$ cat config.mk
export PLATFORM = sky130hd
export DESIGN_NAME = wm_phase_timer
export DESIGN_NICKNAME = d
export VERILOG_FILES = /design/src/rtl/wm_pkg.sv /design/src/rtl/wm_sec_prescaler.sv /design/src/rtl/wm_phase_timer.sv
export SDC_FILE = /design/constraint.sdc
export NUM_CORES = 1
export LEC_CHECK = 0
export CAP_MARGIN = 10
export CORE_ASPECT_RATIO = 1.75
export CORE_MARGIN = 1.5
export CORE_UTILIZATION = 47
export CTS_CLUSTER_DIAMETER = 100
export DETAILED_ROUTE_END_ITERATION = 10
export PLACE_DENSITY_LB_ADDON = 0.25
export SLEW_MARGIN = 20
export SYNTH_ARGS = -nofsm -noshare
export SYNTH_HDL_FRONTEND = slang
export SYNTH_SLANG_ARGS = --single-unit
$ cat constraint.sdc
create_clock -name clk -period 2 [get_ports clk]
set_input_delay 0.5 -clock clk [delete_from_list [all_inputs] [get_ports clk]]
set_output_delay 0.5 -clock clk [all_outputs]
set_load 0.01 [all_outputs]
$ cat src/rtl/wm_pkg.sv
// Shared phase codes, timer state encoding and the mode-dependent phase duration
// lookup used by the washing-machine phase timer.
package wm_pkg;

    localparam logic [1:0] PH_SOAK  = 2'b00;
    localparam logic [1:0] PH_WASH  = 2'b01;
    localparam logic [1:0] PH_RINSE = 2'b10;
    localparam logic [1:0] PH_SPIN  = 2'b11;

    typedef enum logic [1:0] {
        ST_IDLE  = 2'd0,
        ST_RUN   = 2'd1,
        ST_PAUSE = 2'd2,
        ST_DONE  = 2'd3
    } timer_state_e;

    // mode1 wins over mode2 over mode3; no mode selected behaves like mode1.
    // mode2 doubles (saturating at the counter maximum), mode3 halves (never below 1).
    function automatic int unsigned dur_lookup(
        input logic        m1,
        input logic        m2,
        input logic        m3,
        input logic [1:0]  phase,
        input int unsigned soak_s,
        input int unsigned wash_s,
        input int unsigned rinse_s,
        input int unsigned spin_s,
        input int unsigned sec_w
    );
        int unsigned base;
        int unsigned max_v;
        int unsigned dur;
        max_v = (sec_w >= 32) ? 32'hFFFF_FFFF : ((32'd1 << sec_w) - 32'd1);
        case (phase)
            PH_SOAK:  base = soak_s;
            PH_WASH:  base = wash_s;
            PH_RINSE: base = rinse_s;
            default:  base = spin_s;
        endcase
        if (m1 || !(m2 || m3)) begin
            dur = base;
        end else if (m2) begin
            dur = (base > (max_v >> 1)) ? max_v : (base << 1);
        end else begin
            dur = (base < 32'd2) ? 32'd1 : (base >> 1);
        end
        if (dur > max_v) begin
            dur = max_v;
        end
        return dur;
    endfunction

endpackage

$ cat src/rtl/wm_sec_prescaler.sv
// Divides the system clock down to a one-cycle seconds tick; can be cleared
// back to zero or frozen at its current count.
module wm_sec_prescaler
    import wm_pkg::*;
#(
    parameter int unsigned TICK_DIV = 50_000_000
) (
    input  logic clk,
    input  logic rst_n,
    input  logic clr,
    input  logic hold,
    output logic tick
);

    localparam int unsigned      CNT_W = (TICK_DIV > 1) ? $clog2(TICK_DIV) : 1;
    localparam logic [CNT_W-1:0] LAST  = CNT_W'(TICK_DIV - 1);

    logic [CNT_W-1:0] cnt_q;
    logic [CNT_W-1:0] cnt_d;

    // A tick only counts on a cycle where the count is actually allowed to move.
    assign tick = !clr && !hold && (cnt_q == LAST);

    always_comb begin
        cnt_d = cnt_q;
        if (clr) begin
            cnt_d = '0;
        end else if (!hold) begin
            cnt_d = (cnt_q == LAST) ? '0 : cnt_q + CNT_W'(1);
        end
    end

    always_ff @(posedge clk) begin
        if (!rst_n) begin
            cnt_q <= '0;
        end else begin
            cnt_q <= cnt_d;
        end
    end

endmodule

$ cat src/rtl/wm_phase_timer.sv
// Per-phase countdown timer for the washing-machine controller: loads a
// mode-scaled duration, counts seconds down, pauses on open lid, pulses when done.
module wm_phase_timer
    import wm_pkg::*;
#(
    parameter int unsigned TICK_DIV = 50_000_000,
    parameter int unsigned SEC_W    = 12,
    parameter int unsigned SOAK_S   = 300,
    parameter int unsigned WASH_S   = 600,
    parameter int unsigned RINSE_S  = 180,
    parameter int unsigned SPIN_S   = 120
) (
    input  logic             clk,
    input  logic             rst_n,
    input  logic             timer_enable,
    input  logic [1:0]       phase_sel,
    input  logic             mode1,
    input  logic             mode2,
    input  logic             mode3,
    input  logic             lid,
    output logic             timer_done,
    output logic [SEC_W-1:0] remaining_s,
    output logic             running,
    output logic             paused
);

    timer_state_e     state_q, state_d;
    logic [1:0]       phase_q, phase_d;
    logic [SEC_W-1:0] rem_q, rem_d;
    logic             done_q, done_d;
    logic             running_q, paused_q;

    logic             active;
    logic             load_req;
    logic             presc_clr;
    logic             presc_hold;
    logic             tick;
    logic [SEC_W-1:0] dur_val;

    assign dur_val    = SEC_W'(dur_lookup(mode1, mode2, mode3, phase_sel,
                                          SOAK_S, WASH_S, RINSE_S, SPIN_S, SEC_W));
    assign active     = (state_q == ST_RUN) || (state_q == ST_PAUSE);
    assign load_req   = timer_enable && ((state_q == ST_IDLE) || (phase_sel != phase_q));
    assign presc_clr  = !timer_enable || load_req;
    // Only lid=1 stops the count, so a PAUSE cycle with the lid just closed still counts.
    assign presc_hold = lid || !active;

    wm_sec_prescaler #(
        .TICK_DIV (TICK_DIV)
    ) u_prescaler (
        .clk   (clk),
        .rst_n (rst_n),
        .clr   (presc_clr),
        .hold  (presc_hold),
        .tick  (tick)
    );

    always_comb begin
        state_d = state_q;
        phase_d = phase_q;
        rem_d   = rem_q;
        done_d  = 1'b0;
        if (!timer_enable) begin
            state_d = ST_IDLE;
            rem_d   = '0;
        end else if (load_req) begin
            state_d = ST_RUN;
            phase_d = phase_sel;
            rem_d   = dur_val;
        end else if (active) begin
            if (lid) begin
                state_d = ST_PAUSE;
            end else begin
                state_d = ST_RUN;
                if (tick) begin
                    if (rem_q == SEC_W'(1)) begin
                        rem_d   = '0;
                        done_d  = 1'b1;
                        state_d = ST_DONE;
                    end else begin
                        rem_d = rem_q - SEC_W'(1);
                    end
                end
            end
        end
    end

    always_ff @(posedge clk) begin
        if (!rst_n) begin
            state_q   <= ST_IDLE;
            phase_q   <= PH_SOAK;
            rem_q     <= '0;
            done_q    <= 1'b0;
            running_q <= 1'b0;
            paused_q  <= 1'b0;
        end else begin
            state_q   <= state_d;
            phase_q   <= phase_d;
            rem_q     <= rem_d;
            done_q    <= done_d;
            running_q <= (state_d == ST_RUN);
            paused_q  <= (state_d == ST_PAUSE);
        end
    end

    assign timer_done  = done_q;
    assign remaining_s = rem_q;
    assign running     = running_q;
    assign paused      = paused_q;

endmodule

==> run summary <==
Top Layer Used - met4
RD Place Congestion - 0.892
post-route insts no fill - 421
Die X - 57.8 um
DRT antenna net count - 0
Vias - 2,530
failing checks - DRC
sequential share of the synthesized area - 36.5%
DRC violation count after routing - 2
Root Driver - clkbuf_8
CTS buffer count - 5
CTS tree - built
Final Hold Fails - 0
global route total overflow - 0
fin worst setup slack - 36.9 ps
Setup CP Type - in2reg
Fmax - 509 MHz
initial antenna violation count - 0
antenna cells - 0
Final Max Tran Viols - 0
largest area contributor in the netlist - dfxtp_1
max_slew headroom - 71.0%
vias per std cell - 6.01
Initial DRC Count - 144
fillers - 440
post-layout min period - 1960 ps
clk_lat worst skew - 300 ps
hold buffers post-CTS - 0
core area - 0.00502 mm^2
vias in the first global route - 2,486
setup violators final - 0
Pleak - 1.23 nW
count leader, synth - dfxtp_1
global-route wire length before repair - 11,200 um
Synth Register Bits - 45
register area - 905 um^2
crit-path max FO - 7
synth unique cells - 58
met3 wire length - 180 um
IO Port Bufs - 23
max-cap violation count - 0
clock skew - 9.98 ps
I/O pin count - 24
Synth area leaders - dfxtp_1 37%, xor2_1 7.8%, nor2_1 5.6%, nand3_1 4.5%, nand2_1 3.7%
Post-Syn Nets - 311
Max clock buf depth - 2
DRT Pass-1 Iters - 8
largest net degree at the start of global routing - 26
placed instance count - 412
wire per inst - 16.1 um
cells after synthesis - 298
Placed Area - 0.00310 mm^2
worst hold slack - 483 ps
layout net count - 379
Initial Utilization - 49.2%
wire length on met1 - 2560 um
RSZ-0062 raised after global routing - true
Most used DFF post-synth - dfxtp_1
power per cell area - 538 mW/mm^2
status - finished, violations left
number of synthesized flops with an enable pin - 0
crit end category - flip-flop
area of the mapped netlist - 0.00247 mm^2
Clk pin slew, worst setup/hold paths - 80 ps
final worst path period share - 98.2%
CP required - 2220 ps
CP arrival - 2180 ps
Hold Path Class - reg2reg
design area - 0.00328 mm^2
dpl ws - -347 ps
Fin Setup TNS - 0 ps
H-tree levels - 2
Area Overhead vs Synth - 33.0%
post-synth top area share - 36.5%
Post-synth top cells - 45 x dfxtp_1, 37 x nor2_1, 24 x nand2_1, 22 x nand3_1, 22 x xor2_1
Critical Path Source Type - input port
DR WL met2 - 3680 um
HPWL after DPL - 5210 um
drt total wl - 6770 um
Die ar. - 0.00571 mm^2
layout cells sized above 1 - 20.2%
VDD IR max - 0.562 mV
Total Power - 1.77 mW
Sink Count - 45
final core occ - 65.4%
Tightest Pin Transition - 431 ps
asr flop ratio synth - 0%
Die Height - 98.9 um
placement row count - 34
Mean Syn Cell Area - 8.28 um^2
warnings from Yosys - 0
multi-input logic area - 0.00159 mm^2
GRT Total Usage - 25.0%
cell usage in the layout (no fill, tap or decap), drive strengths merged, types with 2 or more instances in the layout:
cell	instances
buf	47
dfxtp	45
nor2	37
nand2	25
nand3	22
xor2	22
clkdlybuf4s50	21
a21oi	12
nand4	12
o21ai	11
nor3	10
inv	9
clkbuf	8
and4	5
and3	5
mux2i	5
nor4b	4
nand2b	4
or3	4
o211ai	4
ha	4
nor4	4
and2	3
a31oi	3
xnor2	3
a32o	3
o311ai	3
nor4bb	2
nor3b	2
nor2b	2
or4	2
o21a	2
o22ai	2
dlymetal6s2s	2
and4b	2
final cells by class:
class	count	area share [%]
Sequential cell	45	27.6
Clock buffer	8	2.44
Inverter	9	1.03
Timing Repair Buffer	70	18.4
Multi-Input combinational cell	235	48.5
Tap cell	54	2.06
flip-flops by register name, indices dropped and copies added (netlist names):
signal             flops
remaining_s           12
u_prescaler.cnt_q     26
state_q                2
running                1
timer_done             1
phase_q                2
paused                 1
path summary, 6_finish.rpt:
| check | startpoint | endpoint | slack (ps) | cells past startpoint |
|---|---|---|---|---|
| hold / removal | u_prescaler.cnt_q[1]$_SDFFE_PP0N_ | u_prescaler.cnt_q[1]$_SDFFE_PP0N_ | 480 | 2 |
| hold reg to reg | u_prescaler.cnt_q[1]$_SDFFE_PP0N_ | u_prescaler.cnt_q[1]$_SDFFE_PP0N_ | 480 | 2 |
| setup / recovery | phase_sel[0] | remaining_s[2]$_SDFFE_PN0P_ | 40 | 7 |
| setup reg to reg | state_q[0]$_SDFF_PN0_ | remaining_s[9]$_SDFFE_PN0P_ | 60 | 8 |
report_power, final:
group	internal (mW)	switching (mW)
Sequential	0.909	0.0137
Clock	0.249	0.300
Combinational	0.141	0.154
critical path, cell delays in order:
cell	delay, ps
clkdlybuf4s50_1	460
xor2_2	210
o31a_1	310
buf_4	180
nor4b_2	240
o21ai_0	110
a21oi_1	180
logic make-up after synthesis:
group / synth area share (%)
muxes: 2.03
xor gates and xnor gates: 8.87
DFF: 36.5
and+or+nand+nor: 32.6
buffers and inverters: 3.35
adders and majority gates: 2.03
AOI/OAI and AO/OA: 14.7
repair_timing:
| action | 4_1_cts | 5_1_grt |
|---|---|---|
| gates resized for setup | 4 | 17 |
| endpoints found under the setup margin | 7 | 38 |
| cloned | 0 | 0 |
| pin swaps | 1 | 2 |
| setup buffers | 0 | 1 |
layer usage:
layer | vias to the layer above | GRT usage [%]
li1 | 1223 | -
met1 | 1214 | 25.1
met2 | 64 | 46.6
met3 | 29 | 3.15
met4 | 0 | 15.2
met5 | - | 0
Power figures use the tool's default switching activity.
